<file path="src/rtl/div_pkg.sv">
// div_pkg
// Shared definitions for the divisibility stimulus generator:
//   - divisor select encodings carried on the sel port
//   - FSM state enumeration for div_stim_gen
//   - step_of(): distance between consecutive multiples for a select code
package div_pkg;

  localparam logic [1:0] SEL_ALL = 2'b00;
  localparam logic [1:0] SEL_BY2 = 2'b01;
  localparam logic [1:0] SEL_BY3 = 2'b10;
  localparam logic [1:0] SEL_BY6 = 2'b11;

  typedef enum logic [1:0] {
    ST_IDLE = 2'd0,
    ST_SCAN = 2'd1,
    ST_HOLD = 2'd2,
    ST_DONE = 2'd3
  } state_t;

  // Step to the next multiple; equal to the selected divisor.
  function automatic logic [2:0] step_of(input logic [1:0] sel);
    logic [2:0] step;
    step = 3'd1;
    case (sel)
      SEL_ALL: step = 3'd1;
      SEL_BY2: step = 3'd2;
      SEL_BY3: step = 3'd3;
      SEL_BY6: step = 3'd6;
      default: step = 3'd1;
    endcase
    return step;
  endfunction

endpackage

</file>
<file path="src/rtl/div_residue.sv">
// div_residue
// Candidate counter with incrementally tracked divisibility. The parity comes
// straight from bit 0 of the candidate; the mod-3 residue is kept as its own
// 0..2 counter that advances in lock step with the candidate, so no divider
// is needed.
// Ports:
//   clk     in   rising-edge clock
//   rst     in   synchronous active-high reset
//   clear   in   restart at candidate 0 / residue 0
//   inc     in   advance candidate and residue by one
//   cand    out  current candidate value
//   res3    out  cand mod 3
//   is_by2  out  cand is even
//   is_by3  out  cand is a multiple of 3
module div_residue
  import div_pkg::*;
#(
  parameter int WIDTH = 4
) (
  input  logic             clk,
  input  logic             rst,
  input  logic             clear,
  input  logic             inc,
  output logic [WIDTH-1:0] cand,
  output logic [1:0]       res3,
  output logic             is_by2,
  output logic             is_by3
);

  always_ff @(posedge clk) begin
    if (rst || clear) begin
      cand <= '0;
      res3 <= 2'd0;
    end else if (inc) begin
      cand <= cand + WIDTH'(1);
      res3 <= (res3 == 2'd2) ? 2'd0 : res3 + 2'd1;
    end
  end

  assign is_by2 = ~cand[0];
  assign is_by3 = (res3 == 2'd0);

endmodule

</file>
<file path="src/rtl/div_stim_gen.sv">
// div_stim_gen
// Emits every value in 0..LIMIT divisible by the selected divisor (1, 2, 3
// or 6) over a valid/ready stream. One candidate is evaluated per cycle in
// SCAN; a match is registered onto the output and held in HOLD until the
// consumer accepts it.
// Ports:
//   clk        in   rising-edge clock
//   rst        in   synchronous active-high reset, highest priority
//   start      in   begin a run (only honoured in IDLE)
//   sel        in   divisor select, latched on start
//   out_valid  out  out_data holds a multiple
//   out_ready  in   consumer accepts the beat
//   out_data   out  current multiple
//   out_last   out  final beat of the run
//   busy       out  high in SCAN and HOLD
//   done       out  one-cycle pulse at the end of a run
//   count      out  beats accepted in the current / most recent run
module div_stim_gen
  import div_pkg::*;
#(
  parameter int WIDTH = 4,
  parameter int LIMIT = 11
) (
  input  logic             clk,
  input  logic             rst,
  input  logic             start,
  input  logic [1:0]       sel,
  output logic             out_valid,
  input  logic             out_ready,
  output logic [WIDTH-1:0] out_data,
  output logic             out_last,
  output logic             busy,
  output logic             done,
  output logic [WIDTH-1:0] count
);

  localparam logic [WIDTH-1:0] LIM = WIDTH'(LIMIT);

  state_t           state_q;
  state_t           state_d;
  logic [1:0]       sel_q;
  logic             res_clear;
  logic             res_inc;
  logic [WIDTH-1:0] cand;
  logic [1:0]       res3;
  logic             is_by2;
  logic             is_by3;
  logic             match;
  logic             at_limit;
  logic             handshake;

  div_residue #(
    .WIDTH (WIDTH)
  ) u_residue (
    .clk    (clk),
    .rst    (rst),
    .clear  (res_clear),
    .inc    (res_inc),
    .cand   (cand),
    .res3   (res3),
    .is_by2 (is_by2),
    .is_by3 (is_by3)
  );

  // sel bit 0 demands an even candidate, sel bit 1 a multiple of 3; both
  // together give the by-6 rule and neither gives "every value".
  assign match     = (~sel_q[0] | is_by2) & (~sel_q[1] | is_by3);
  assign at_limit  = (cand == LIM);
  assign handshake = (state_q == ST_HOLD) && out_ready;

  // State register.
  always_ff @(posedge clk) begin
    if (rst) begin
      state_q <= ST_IDLE;
    end else begin
      state_q <= state_d;
    end
  end

  // Next state, plus the candidate clear/advance strobes that go with each
  // transition. The candidate only advances when it is below LIMIT, so it
  // never runs past the scan range.
  always_comb begin
    state_d   = state_q;
    res_clear = 1'b0;
    res_inc   = 1'b0;
    case (state_q)
      ST_IDLE: begin
        if (start) begin
          state_d   = ST_SCAN;
          res_clear = 1'b1;
        end
      end
      ST_SCAN: begin
        if (match) begin
          state_d = ST_HOLD;
        end else if (at_limit) begin
          state_d = ST_DONE;
        end else begin
          res_inc = 1'b1;
        end
      end
      ST_HOLD: begin
        if (out_ready) begin
          if (at_limit) begin
            state_d = ST_DONE;
          end else begin
            state_d = ST_SCAN;
            res_inc = 1'b1;
          end
        end
      end
      ST_DONE: begin
        state_d = ST_IDLE;
      end
      default: begin
        state_d = ST_IDLE;
      end
    endcase
  end

  // Status outputs decode directly from the state.
  always_comb begin
    out_valid = (state_q == ST_HOLD);
    busy      = (state_q == ST_SCAN) || (state_q == ST_HOLD);
    done      = (state_q == ST_DONE);
  end

  // Output beat register, latched select and accepted-beat counter.
  // out_last compares in WIDTH+1 bits so cand+step cannot wrap.
  always_ff @(posedge clk) begin
    if (rst) begin
      sel_q    <= SEL_ALL;
      out_data <= '0;
      out_last <= 1'b0;
      count    <= '0;
    end else begin
      if ((state_q == ST_IDLE) && start) begin
        sel_q <= sel;
        count <= '0;
      end
      if ((state_q == ST_SCAN) && match) begin
        out_data <= cand;
        out_last <= (({1'b0, cand} + (WIDTH+1)'(step_of(sel_q))) > {1'b0, LIM});
      end
      if (handshake) begin
        count <= count + WIDTH'(1);
      end
    end
  end

  // The residue counter and its decoded flag must always agree.
  always_ff @(posedge clk) begin
    if (!rst) begin
      assert (is_by3 == (res3 == 2'd0) && res3 != 2'd3);
    end
  end

endmodule

</file>
<file path="config.mk">
export PLATFORM = sky130hd
export DESIGN_NAME = div_stim_gen
export DESIGN_NICKNAME = d
export VERILOG_FILES = /design/src/rtl/div_pkg.sv /design/src/rtl/div_residue.sv /design/src/rtl/div_stim_gen.sv
export SDC_FILE = /design/constraint.sdc
export NUM_CORES = 1
export LEC_CHECK = 0
export ABC_AREA = 1
export CORE_MARGIN = 1.5
export CORE_UTILIZATION = 50
export DETAILED_ROUTE_END_ITERATION = 10
export GPL_TIMING_DRIVEN = 1
export HOLD_SLACK_MARGIN = 0.06
export PLACE_DENSITY = 0.76
export SLEW_MARGIN = 10
export SYNTH_ARGS = -nofsm -noshare
export SYNTH_HDL_FRONTEND = slang
export SYNTH_SLANG_ARGS = --single-unit
</file>
<file path="constraint.sdc">
create_clock -name clk -period 1.58 [get_ports clk]
set_input_delay 0.395 -clock clk [delete_from_list [all_inputs] [get_ports clk]]
set_output_delay 0.395 -clock clk [all_outputs]
set_load 0.02 [all_outputs]
</file>
==> results.sh <==
export IMPL_hold_violations=0
export IMPL_syn_inst=147
export IMPL_ant_nets=0
export IMPL_yosysTopAreaCellShare_pct=34.8
export IMPL_worst_pin_slew_ns=0.200
export IMPL_gp_congestion=0.783
export IMPL_clock_sinks=19
export IMPL_grt_antenna_before_repair=0
export IMPL_skew_ns=0.00297
export IMPL_placed_cell_area_um2=1400
export IMPL_drv_slew=0
export IMPL_synth_cell_type_count=24
export IMPL_route_detailed_drc=0
export IMPL_overflow=0
export IMPL_rr_worst_depth=11
export IMPL_netlist_top_cells_area="dfxtp_1, ha_1, nand2_1"
export IMPL_ys_seq_elements=19
export IMPL_root_buffer="clkbuf_4"
export IMPL_core_um2=2000
export IMPL_dp_slack_ns=-0.117
export IMPL_cp_end_kind="primary output"
export IMPL_worstSetupPathType="reg -> out"
export IMPL_via_per_inst=4.93
export IMPL_cts_tree="built"
export IMPL_seq_area_frac_synth_pct=34.8
export IMPL_port_buffer_count=17
export IMPL_place_inst=202
export IMPL_drt_iter0_drc=16
export IMPL_netlist_area_um2=1090
export IMPL_syn2layout_area_growth_pct=32.7
export IMPL_grt_pass1_wl_mm=3.95
export IMPL_post_route_cells_drive_above_1_share_pct=21.8
export IMPL_yosys_warnings=0
export IMPL_antenna_cells=0
export IMPL_place_hpwl_mm=1.86
export IMPL_vias=1015
export IMPL_whs_path_depth=2
export IMPL_syn_num_nets=164
export IMPL_fmax_ghz=0.653
export IMPL_die_area_um2=2480
export IMPL_routed_wirelength_mm=2.52
export IMPL_period_needed_ns=1.53
export IMPL_cp_max_fo=2
export IMPL_stdcell_count=206
export IMPL_grt_usage_pct=21.0
export IMPL_insertion_delay_ns=0.30
export IMPL_crit_arrival_ns=1.14
export IMPL_post_cts_buffers=0
export IMPL_multi_input_area_um2=668
export IMPL_ir_drop_mv=0.680
export IMPL_p_leak_nw=0.686
export IMPL_start_util_pct=54.6
export IMPL_cts_buffers=3
export IMPL_die_h_um=49.8
export IMPL_status="finished clean"
export IMPL_syn_area_per_cell_um2=7.44
export IMPL_maxCapViolations=0
export IMPL_worstHoldPathType="reg -> reg"
export IMPL_row_count=16
export IMPL_max_slew_margin_rel_pct=86.5
export IMPL_post_drt_wl_per_cell_um=12.2
export IMPL_cts_clk_slew_worst_paths_ns=0.12
export IMPL_power_density_nw_per_um2=925
export IMPL_grt_max_degree=12
export IMPL_cts_hold_buf=0
export IMPL_die_width_um=49.8
export IMPL_post_route_period_util_pct=96.9
export IMPL_layout_nets=197
export IMPL_htree_num_levels=1
export IMPL_seq_area_um2=384
export IMPL_drt_pass1_iterations=4
export IMPL_layout_setup_ws_ns=0.0483
export IMPL_clock_path_buffers=2
export IMPL_worstSetupStartpointType="flop"
export IMPL_setup_violations=0
export IMPL_ioPinCount=18
export IMPL_crit_required_ns=1.18
export IMPL_fin_area_um2=1450
export IMPL_first_global_vias=950
export IMPL_num_fill_cells=164
export IMPL_yosysTopAreaCell="dfxtp_1"
[metal layers]
layer | track usage [%] | vias to the layer above | wire length (µm)
met5 | 0 | - | 0
met4 | 11.6 | 0 | 14
met3 | 4.55 | 2 | 68
met2 | 36.2 | 15 | 1350
met1 | 24.0 | 462 | 1090
li1 | - | 536 | -
[kinds of logic after synthesis]
group                    synth area share (%)
adder cells (fa/ha/maj)                  13.3
AO/OA/AOI/OAI                            15.8
AND/OR/NAND/NOR                          25.9
buffers and inverters                    7.89
flip-flops                               34.8
XOR/XNOR                                 2.40
[layout make-up]
cell class	instances	area share [%]
multi-input combinational	105	46.0
sequential	19	26.5
timing repair buffer	29	17.6
inverter	22	5.69
tap	27	2.33
clock buffer	3	1.55
clock inverter	1	0.345
[placed cells by master (no fill, tap or decap), types with 2 or more instances in the layout]
master and count:
dlygate4sd2_1 9, nand2_2 2, inv_1 20, ha_4 2, nor2_1 7, a21oi_2 2, a21oi_1 17, dfxtp_1 16
nand2_4 2, ha_1 8, buf_4 12, clkbuf_4 3, nand2_1 30, dfxtp_2 3, o21ai_0 5, xor2_1 2
clkdlybuf4s50_1 5, o21ai_1 5, inv_2 2, nand3_1 12
[stage by stage]
step,TNS [ns],util (%),hold WS [ns],power [W]
4_1_cts,-0.0245,70.3,0.477,0.00130
3_3_place_gp,-0.116,69.8,0.461,0.00104
5_1_grt,-0.0800,72.5,0.509,0.00142
2_1_floorplan,0,-,0.452,0.000852
3_5_place_dp,-0.212,69.8,0.462,0.00107
6_report,0,72.5,0.476,0.00134
[where the power goes]
part | total, W | switching [W] | leakage (nW) | internal [W]
sequential | 0.000557 | 0.0000321 | 0.156 | 0.000525
combinational | 0.000528 | 0.000305 | 0.513 | 0.000223
clock | 0.000257 | 0.000163 | 0.0177 | 0.0000944
total | 0.00134 | 0.000500 | 0.686 | 0.000842
[state kept, by name (all words and copies together), names as in the netlist]
name / cells
count: 4
out_data: 4
out_last: 1
sel_q: 2
state_q: 2
u_residue.cand: 4
u_residue.res3: 2
[cells in the mapped netlist]
master / count
nand3_1: 12
xor2_1: 2
nand2_1: 31
a21oi_2: 1
a21oi_1: 18
nor2_4: 1
clkbuf_1: 1
nor3_1: 2
ha_1: 10
xnor2_1: 1
inv_2: 1
o21a_1: 1
inv_1: 21
nand2_4: 2
dfxtp_1: 19
nand2_2: 1
o21bai_1: 1
or2_2: 1
o21ai_1: 4
nor2_8: 1
o21ai_2: 1
fa_1: 1
nor2_1: 8
o21ai_0: 6
[timing repair]
| item | in CTS | in global routing |
|---|---|---|
| cloned | 0 | 0 |
| endpoints found under the setup margin | 12 | 11 |
| gates resized for setup | 25 | 12 |
| hold endpoints to repair | 0 | 0 |
[final timing paths]
check	from	to	slack [ns]
max reg2reg	sel_q[1]$_SDFFE_PP0P_	out_last$_SDFFE_PP0P_	0.06
min	out_data[2]$_SDFFE_PP0P_	out_data[2]$_SDFFE_PP0P_	0.48
min reg2reg	out_data[2]$_SDFFE_PP0P_	out_data[2]$_SDFFE_PP0P_	0.48
max	state_q[1]$_SDFFE_PP0P_	busy	0.05
[critical path, cell delays in order (launching register included)]
cell     delay, ns
dfxtp_2       0.35
inv_1         0.08
ha_4          0.28
buf_4         0.13
(Power assumes the default switching activity.)
==> patch, RTL diff (same flow settings) <==
Reset style: asynchronous (`rst`), changed in 2 clocked blocks. Comments in the files are not updated.
--- a/src/rtl/div_stim_gen.sv
+++ b/src/rtl/div_stim_gen.sv
@@ -70,5 +70,5 @@
 
   // State register.
-  always_ff @(posedge clk) begin
+  always_ff @(posedge clk or posedge rst) begin
     if (rst) begin
       state_q <= ST_IDLE;
@@ -129,5 +129,5 @@
   // Output beat register, latched select and accepted-beat counter.
   // out_last compares in WIDTH+1 bits so cand+step cannot wrap.
-  always_ff @(posedge clk) begin
+  always_ff @(posedge clk or posedge rst) begin
     if (rst) begin
       sel_q    <= SEL_ALL;
Behaviour: differs if rst is asserted again (counterexample within 4 cycles, from zero or initial values and one cycle with rst high); with rst held inactive, the same outputs for 10 cycles.
==> patch against the original RTL <==
Register-to-register slack got worse by 0.03 ns. Sequential cell count stayed put. Die area up 2.6%. Worst setup slack lost 0.018 ns. Wire length up 0.75%. Worst hold slack got worse by 0.16 ns. Area after synthesis is 2.7% higher. Cell count unchanged. Cell area grew 6.8%.
Power is not compared: it rests on default switching activity, and its combinational part moved more than twofold at a synthesized area within 25%.
==> patch: results (changes against the original RTL) <==
metric,value,unit,change
status,"finished, final reports clean",,unchanged
antenna_found_initial,0,,unchanged
synth.distinct_cells,21,,was 24
synth_nets,160,,was 164
largestRegisters,"count: 4 flops, out_data: 4 flops, u_residue.cand: 4 flops",,unchanged
grt_max_degree,12,,unchanged
cts_buffer_depth,2,,unchanged
tightest_slew,0.258,ns,was 0.200 ns
hold_class,in2async,,was reg2reg
synthArstFlopShare,68.4,%,was 0%
vdd_drop_max,1260,µV,
viasPerCell,5.13,,was 4.93
clock_latency,0.28,ns,was 0.30 ns
dr.pass1.iters,4,,unchanged
diodes,0,,unchanged
grt_first_pass_wirelength,3.86,mm,was 3.95 mm
clock_skew,0.00245,ns,was 0.00297 ns
cts_buffers,3,,unchanged
drt_iter0_drc,20,,was 16
gp_congestion,0.842,,was 0.783
ys.warnings.count,0,,unchanged
synth_common_cells,"nand2_1 (33), inv_1 (23), a21oi_1 (14)",,"was nand2_1 (31), inv_1 (21), dfxtp_1 (19)"
p_leak,0.767,nW,
ys_top_cells_by_area,"dfrtp_1 (29%), ha_1 (11%), nand2_1 (11%), dfxtp_1 (11%), inv_1 (7.7%)",,"was dfxtp_1 (35%), ha_1 (11%), nand2_1 (11%), a21oi_1 (8.2%), inv_1 (7.2%)"
wire_per_inst,12.3,µm,was 12.2 µm
placed_area,1410,µm²,was 1400 µm²
yosysSeqAreaShare,39.6,%,was 34.8%
cts.reportedPaths.clkPinSlew,0.11,ns,
track_usage,20.2,%,was 21.0%
crit_fanout,3,,was 2
report.final.slew_viol_count,0,,unchanged
hpwl,1.83,mm,was 1.86 mm
port_buffers,17,,unchanged
synthFlopType,dfrtp_1,,was dfxtp_1
crit_arrival,1.77,ns,was 1.14 ns
grt_pass1_vias,959,,was 950
htreeDepth,1,,unchanged
layout-drive-gt1-share,26.3,%,was 21.8%
cts-root-buf,clkbuf_4,,unchanged
nets,197,,unchanged
## patch: cell types whose count changed after synthesis, sizes merged, moves of 2 or more
cell,change
nand2,+5
dfrtp,+13
dfxtp,-13
o22ai,+2
a21oi,-5
o21ai,-3
## patch: metal layers
layer / wire length [µm] / vias to the layer above / global-route usage [%] / share of wire (%)
met1: 1050 / 495 / 23.2 / 41
li1: - / 530 / - / -
met5: 0 / - / 0 / 0
met4: 31 / 0 / 6.76 / 1.2
met2: 1340 / 28 / 37.3 / 53
met3: 114 / 4 / 3.87 / 4.5
## patch: power breakdown
| part | internal, W | switching [W] |
|---|---|---|
| logic | 0.000592 | 0.000747 |
| registers | 0.000586 | 0.0000977 |
| clock network | 0.0000979 | 0.000143 |
## patch: logic make-up after synthesis
| logic type | after synthesis | synth area share (%) |
|---|---|---|
| AOI/OAI and AO/OA | 26 | 12.5 |
| DFF | 19 | 39.6 |
| and+or+nand+nor | 62 | 25.7 |
| xor gates and xnor gates | 2 | 1.56 |
| adders and majority gates | 11 | 12.9 |
| buffers and inverters | 23 | 7.68 |
## patch: area by class of cell
cell class,instances,area (µm²)
tap,27,33.8
timing repair buffer,32,279
multi-input combinational,101,678
sequential,19,447
fill,160,492
inverter,23,86.3
clock buffer,4,26.3
## patch: worst max-delay path, cell delays in order, from the launching register on
cell	delay [ns]
dfrtp_2	0.46
inv_2	0.09
ha_4	0.13
inv_2	0.04
fa_2	0.39
nor3_2	0.22
nor3_2	0.06
a21oi_1	0.11
## patch: path summary, 6_finish.rpt
| kind | startpoint | end | slack, ns | depth (start not counted) |
|---|---|---|---|---|
| min reg2reg | count[3]$_DFFE_PP0P_ | count[3]$_DFFE_PP0P_ | 0.47 | 1 |
| max reg2reg | sel_q[0]$_DFFE_PP0P_ | out_last$_DFFE_PP0P_ | 0.03 | 7 |
| max in group asynchronous | rst | sel_q[0]$_DFFE_PP0P_ | 0.89 | 3 |
| min | rst | state_q[0]$_DFFE_PP0P_ | 0.31 | 2 |
| min in group clk | count[3]$_DFFE_PP0P_ | count[3]$_DFFE_PP0P_ | 0.47 | 1 |
| max | sel_q[0]$_DFFE_PP0P_ | out_last$_DFFE_PP0P_ | 0.03 | 7 |
## patch: repair_timing
item | 4_1_cts | 5_1_grt
gates resized for setup | 27 | 22
hold endpoints to repair | 0 | 0
endpoints found under the setup margin | 13 | 8
buffers inserted | 1 | 3
pin swaps | 0 | 6
## patch: through the flow
step / std cells / setup slack [ns] / hold slack [ns]
floorplan: 143 / 0.0889 / 0.272
global placement: 198 / -0.0867 / 0.452
detailed placement: 198 / -0.118 / 0.460
CTS: 203 / -0.00835 / 0.314
global route: 206 / -0.0591 / 0.316
finish: 206 / 0.0304 / 0.312
